### src/rtl/uart_time_sender.sv
// Sends a snapshot of hour/min/sec/cent as "HH:MM:SS.CC" (plus optional CR LF)
// one byte at a time through a UART transmitter with a start/busy handshake.
module uart_time_sender #(
   parameter int SEND_CRLF = 1
) (
   input  logic       clk,
   input  logic       rst,
   input  logic       send_req,
   input  logic [4:0] hour,
   input  logic [5:0] min,
   input  logic [5:0] sec,
   input  logic [6:0] cent,
   input  logic       tx_busy,
   output logic       start_trigger,
   output logic [7:0] tx_data,
   output logic       sender_busy,
   output logic       done
);

   localparam logic [1:0] ST_IDLE      = 2'd0;
   localparam logic [1:0] ST_SEND      = 2'd1;
   localparam logic [1:0] ST_WAIT_ACK  = 2'd2;
   localparam logic [1:0] ST_WAIT_DONE = 2'd3;

   localparam logic [3:0] LAST_IDX = (SEND_CRLF != 0) ? 4'd12 : 4'd10;

   logic [1:0] state;
   logic [3:0] idx;
   logic [4:0] hour_s;
   logic [5:0] min_s;
   logic [5:0] sec_s;
   logic [6:0] cent_s;
   logic [7:0] cur_byte;

   // Fields above 99 saturate so the message always stays two digits wide.
   function automatic logic [6:0] clamp99(input logic [6:0] v);
      return (v > 7'd99) ? 7'd99 : v;
   endfunction

   function automatic logic [7:0] tens_char(input logic [6:0] v);
      logic [6:0] q;
      q = clamp99(v) / 7'd10;
      return 8'h30 + {1'b0, q};
   endfunction

   function automatic logic [7:0] ones_char(input logic [6:0] v);
      logic [6:0] r;
      r = clamp99(v) % 7'd10;
      return 8'h30 + {1'b0, r};
   endfunction

   always_comb begin
      // NOTE: default first so every path assigns cur_byte and no latch is inferred.
      cur_byte = 8'h00;
      case (idx)
         4'd0:    cur_byte = tens_char({2'b00, hour_s});
         4'd1:    cur_byte = ones_char({2'b00, hour_s});
         4'd2:    cur_byte = 8'h3A;
         4'd3:    cur_byte = tens_char({1'b0, min_s});
         4'd4:    cur_byte = ones_char({1'b0, min_s});
         4'd5:    cur_byte = 8'h3A;
         4'd6:    cur_byte = tens_char({1'b0, sec_s});
         4'd7:    cur_byte = ones_char({1'b0, sec_s});
         4'd8:    cur_byte = 8'h2E;
         4'd9:    cur_byte = tens_char(cent_s);
         4'd10:   cur_byte = ones_char(cent_s);
         4'd11:   cur_byte = 8'h0D;
         4'd12:   cur_byte = 8'h0A;
         default: cur_byte = 8'h00;
      endcase
   end

   // NOTE: sequential state uses non-blocking assignments so every register
   // samples pre-edge values regardless of statement order.
   always_ff @(posedge clk or negedge rst) begin
      if (!rst) begin
         state         <= ST_IDLE;
         idx           <= 4'd0;
         hour_s        <= '0;
         min_s         <= '0;
         sec_s         <= '0;
         cent_s        <= '0;
         start_trigger <= 1'b0;
         tx_data       <= 8'h00;
         sender_busy   <= 1'b0;
         done          <= 1'b0;
      end else begin
         start_trigger <= 1'b0;
         done          <= 1'b0;
         case (state)
            ST_IDLE: begin
               if (send_req) begin
                  hour_s      <= hour;
                  min_s       <= min;
                  sec_s       <= sec;
                  cent_s      <= cent;
                  idx         <= 4'd0;
                  sender_busy <= 1'b1;
                  state       <= ST_SEND;
               end
            end
            ST_SEND: begin
               if (!tx_busy) begin
                  start_trigger <= 1'b1;
                  tx_data       <= cur_byte;
                  state         <= ST_WAIT_ACK;
               end
            end
            ST_WAIT_ACK: begin
               if (tx_busy) state <= ST_WAIT_DONE;
            end
            ST_WAIT_DONE: begin
               if (!tx_busy) begin
                  if (idx == LAST_IDX) begin
                     done        <= 1'b1;
                     sender_busy <= 1'b0;
                     state       <= ST_IDLE;
                  end else begin
                     idx   <= idx + 4'd1;
                     state <= ST_SEND;
                  end
               end
            end
            default: state <= ST_IDLE;
         endcase
      end
   end

endmodule

### config.mk
export PLATFORM = sky130hd
export DESIGN_NAME = uart_time_sender
export DESIGN_NICKNAME = d
export VERILOG_FILES = /design/src/rtl/uart_time_sender.sv
export SDC_FILE = /design/constraint.sdc
export NUM_CORES = 1
export LEC_CHECK = 0
export ABC_AREA = 1
export CORE_UTILIZATION = 40
export CTS_CLUSTER_DIAMETER = 80
export DETAILED_ROUTE_END_ITERATION = 8
export MAX_ROUTING_LAYER = met4
export SLEW_MARGIN = 20
export SYNTH_ARGS = -nofsm -noshare
export SYNTH_HDL_FRONTEND = slang
export SYNTH_SLANG_ARGS = --single-unit
export TNS_END_PERCENT = 100
### constraint.sdc
create_clock -name clk -period 3.25 [get_ports clk]
set_input_delay 0.325 -clock clk [delete_from_list [all_inputs] [get_ports clk]]
set_output_delay 0.325 -clock clk [all_outputs]
set_load 0.05 [all_outputs]
==> results.md <==
- Fin crit period: about 3.2 ns
- Std cell rows: 32
- Sequential share of the synthesized area: between 30% and 40%
- Initial antenna violation count: 0
- Setup WS pre-CTS: -0.0988 ns
- Post-route ant nets: 0
- Net count, final: about 600
- GP Congestion: 0.876
- Inserted Clock Buffers: 5
- Die area: 8530 um^2
- RSZ-0062 raised after global routing: true
- CTS tree: built
- Yosys warns: 0
- Xor and xnor fraction of the mapped netlist area: 1.88%
- Headroom to the max-slew limit: a little over a third
- Simple-gate share of the synthesized area: about 34%
- Clock transition at the registers of the reported paths: about 0.080 ns
- Initial Util: 41.8%
- First-pass GRT wire length: 13.9 mm
- P&R area growth vs syn: 30.0%
- CP Class: reg2reg
- Worst Path Required: about 3.4 ns
- Drt first-iter violations: around 140
- Largest stage delay, worst path: ~0.39 ns
- Die width: 92.3 um
- Setup ws final: 0.0190 ns
- Clock skew: ~0.0052 ns
- Yosys cell types: 38
- Total Wirelength: 8.36 mm
- Syn Nets: approximately 540
- Ys async rst share: 100%
- Largest area contributor in the netlist: dfrtp_1
- Synthesized area per cell: around 6.7 um^2
- Status: complete, no violations
- Largest net degree at the start of global routing: 46
- Root Buffer: clkbuf_8
- # hold bufs at CTS: 0
- CP Capture Type: flop
- DRC Markers: 0
- Final Core Density: about 54%
- Die height: ~90 um
- Total gr overflow: 0
- Drt first pass iters: 4
- Synth Instances: approximately 500
- Layout cells sized above 1: between 10% and 20%
- Top cells by area, synth: dfrtp_1 31%, nand2_1 15%, inv_1 8.2%
- Largest family of logic cells by synthesized area: simple AND/OR/NAND/NOR gates
- Routed length per instance: 12.7 um
- Synth Area in Adders: 7.28%
- Crit path arrival time: roughly 3.4 ns
- Instance area after placement: 3850 um^2
- # diodes: 0
- DP HPWL: ~6 mm
- CP max-delay cell: dfrtp_1
- Worst skew pair latency: ~0.29 ns
- Compound-Gate Fraction of Synth Area: 15.2%
- Max-slew violations: 0
- Vias per std cell: ~4.9
- Max Freq: a little over 0.3 GHz
- Port Buf Inserts: 38
- Area share of the largest cell type after synthesis: about a third
- Worst-Margin Slew: between 0.9 and 1 ns
- Most used DFF post-synth: dfrtp_1
- Vias in the first global route: 3,227
- Area of the mapped netlist: 3260 um^2
- Most numerous cell in the Yosys netlist: nand2_1
- Vias: 3,259
- Design Area, Final: 4250 um^2
- Post-synth top cells: 133 x nand2_1, 71 x inv_1, 47 x o21ai_0, 44 x nor2_1, 41 x dfrtp_1
- Sink Count: slightly above 40
- CORE AREA: 7810 um^2
- Maxcap violations: 0
- H-tree levels: 2
- Final Hold Fails: 0
- Period utilization: 99.4%
- FF+latch count, synth: 41
- Clock Path Buffers: 2
- EDFF count, synth: 0
- Worst min path class: in2async
- I/O pin count: 39
- Most frequent CP cell: nand2_2
- Gr usage total: roughly a fifth
- Setup violators final: 0
- Mux cell area share after synthesis: 0%
- CP Max Fanout: 5
- CP Launch Type: flop
==> critical path: cells and delay by family, from the launching register on <==
family / cells / cell delay (ns)
simple gates: 24 / 1.93
fa+ha+maj: 3 / 0.45
flops: 1 / 0.39
buf+inv: 4 / 0.21
compound gates: 1 / 0.14
==> stage by stage <==
| step | hold slack, ns | instances | TNS, ns |
|---|---|---|---|
| global placement | 0.463 | 637 | 0 |
| floorplan | 0.0294 | 489 | 0 |
| finish | 0.170 | 660 | 0 |
| global route | 0.251 | 660 | -0.787 |
| detailed placement | 0.469 | 637 | -0.335 |
| CTS | 0.207 | 649 | 0 |
==> metal layers <==
| metal | vias up | track usage [%] | share of wire, % |
|---|---|---|---|
| met5 | - | - | 0 |
| met4 | 0 | 6.51 | 1.9 |
| met3 | 13 | 2.87 | 2.5 |
| met2 | 52 | 35.8 | 50 |
| met1 | 1490 | 25.1 | 46 |
| li1 | 1704 | - | - |
==> cell usage in the layout (no fill, tap or decap), types with 2 or more instances in the layout <==
cell type / count
nand2_1: 120
inv_1: 66
o21ai_0: 46
nor2_1: 42
dfrtp_1: 41
clkdlybuf4s50_1: 37
buf_4: 29
nand2_2: 20
nand3_1: 19
a21oi_1: 18
ha_1: 15
inv_2: 13
nor3_1: 10
o21ai_1: 6
xor2_1: 6
clkbuf_8: 6
nand2_4: 5
nand3_2: 5
nand4_1: 5
a21oi_2: 4
nand3_4: 4
ha_4: 4
nor2_2: 3
a21o_1: 3
o21ai_2: 2
nor2_4: 2
inv_4: 2
or2_1: 2
nor4_1: 2
o22ai_1: 2
a221oi_1: 2
a2111oi_0: 2
==> final timing paths <==
check,cells past startpoint,slack [ns],start,to
setup / recovery,32,0.02,cent_s[6],tx_data[5]
hold / removal,1,0.17,rst,start_trigger
setup reg to reg,32,0.02,cent_s[6],tx_data[5]
hold reg to reg,1,0.49,tx_data[2],tx_data[2]
max in group asynchronous,1,2.49,rst,sec_s[5]
min in group clk,1,0.49,tx_data[2],tx_data[2]
==> final cells by class <==
cell class | instances | area, um^2
fill | 775 | 3560
multi-input combinational | 361 | 2100
sequential | 41 | 1030
timing repair buffer | 67 | 593
inverter | 82 | 313
tap | 102 | 128
clock buffer | 7 | 86.3
==> logic make-up (layout without fill, tap and decap cells) <==
logic type | after synthesis | after routing
fa+ha+maj | 19 | 19
buf+inv | 87 | 156
xor+xnor | 7 | 7
flops | 41 | 41
compound gates | 89 | 89
simple gates | 246 | 246
==> timing repair <==
| action | 4_1_cts | 5_1_grt |
|---|---|---|
| endpoints found under the setup margin | 6 | 8 |
| buffers inserted | 5 | 11 |
| pin swaps | 5 | 16 |
| endpoints found under the hold margin | 0 | 0 |
| gates resized for setup | 6 | 40 |
==> sequential cells by signal, summed over array words and instances (netlist names) <==
name           count
cent_s             7
done               1
start_trigger      1
idx                4
state              2
tx_data            8
hour_s             5
min_s              6
sec_s              6
sender_busy        1
Power is left out: the tool's default activity adds up to more than one toggle a clock period on the data nets, which glitch-free logic cannot reach.
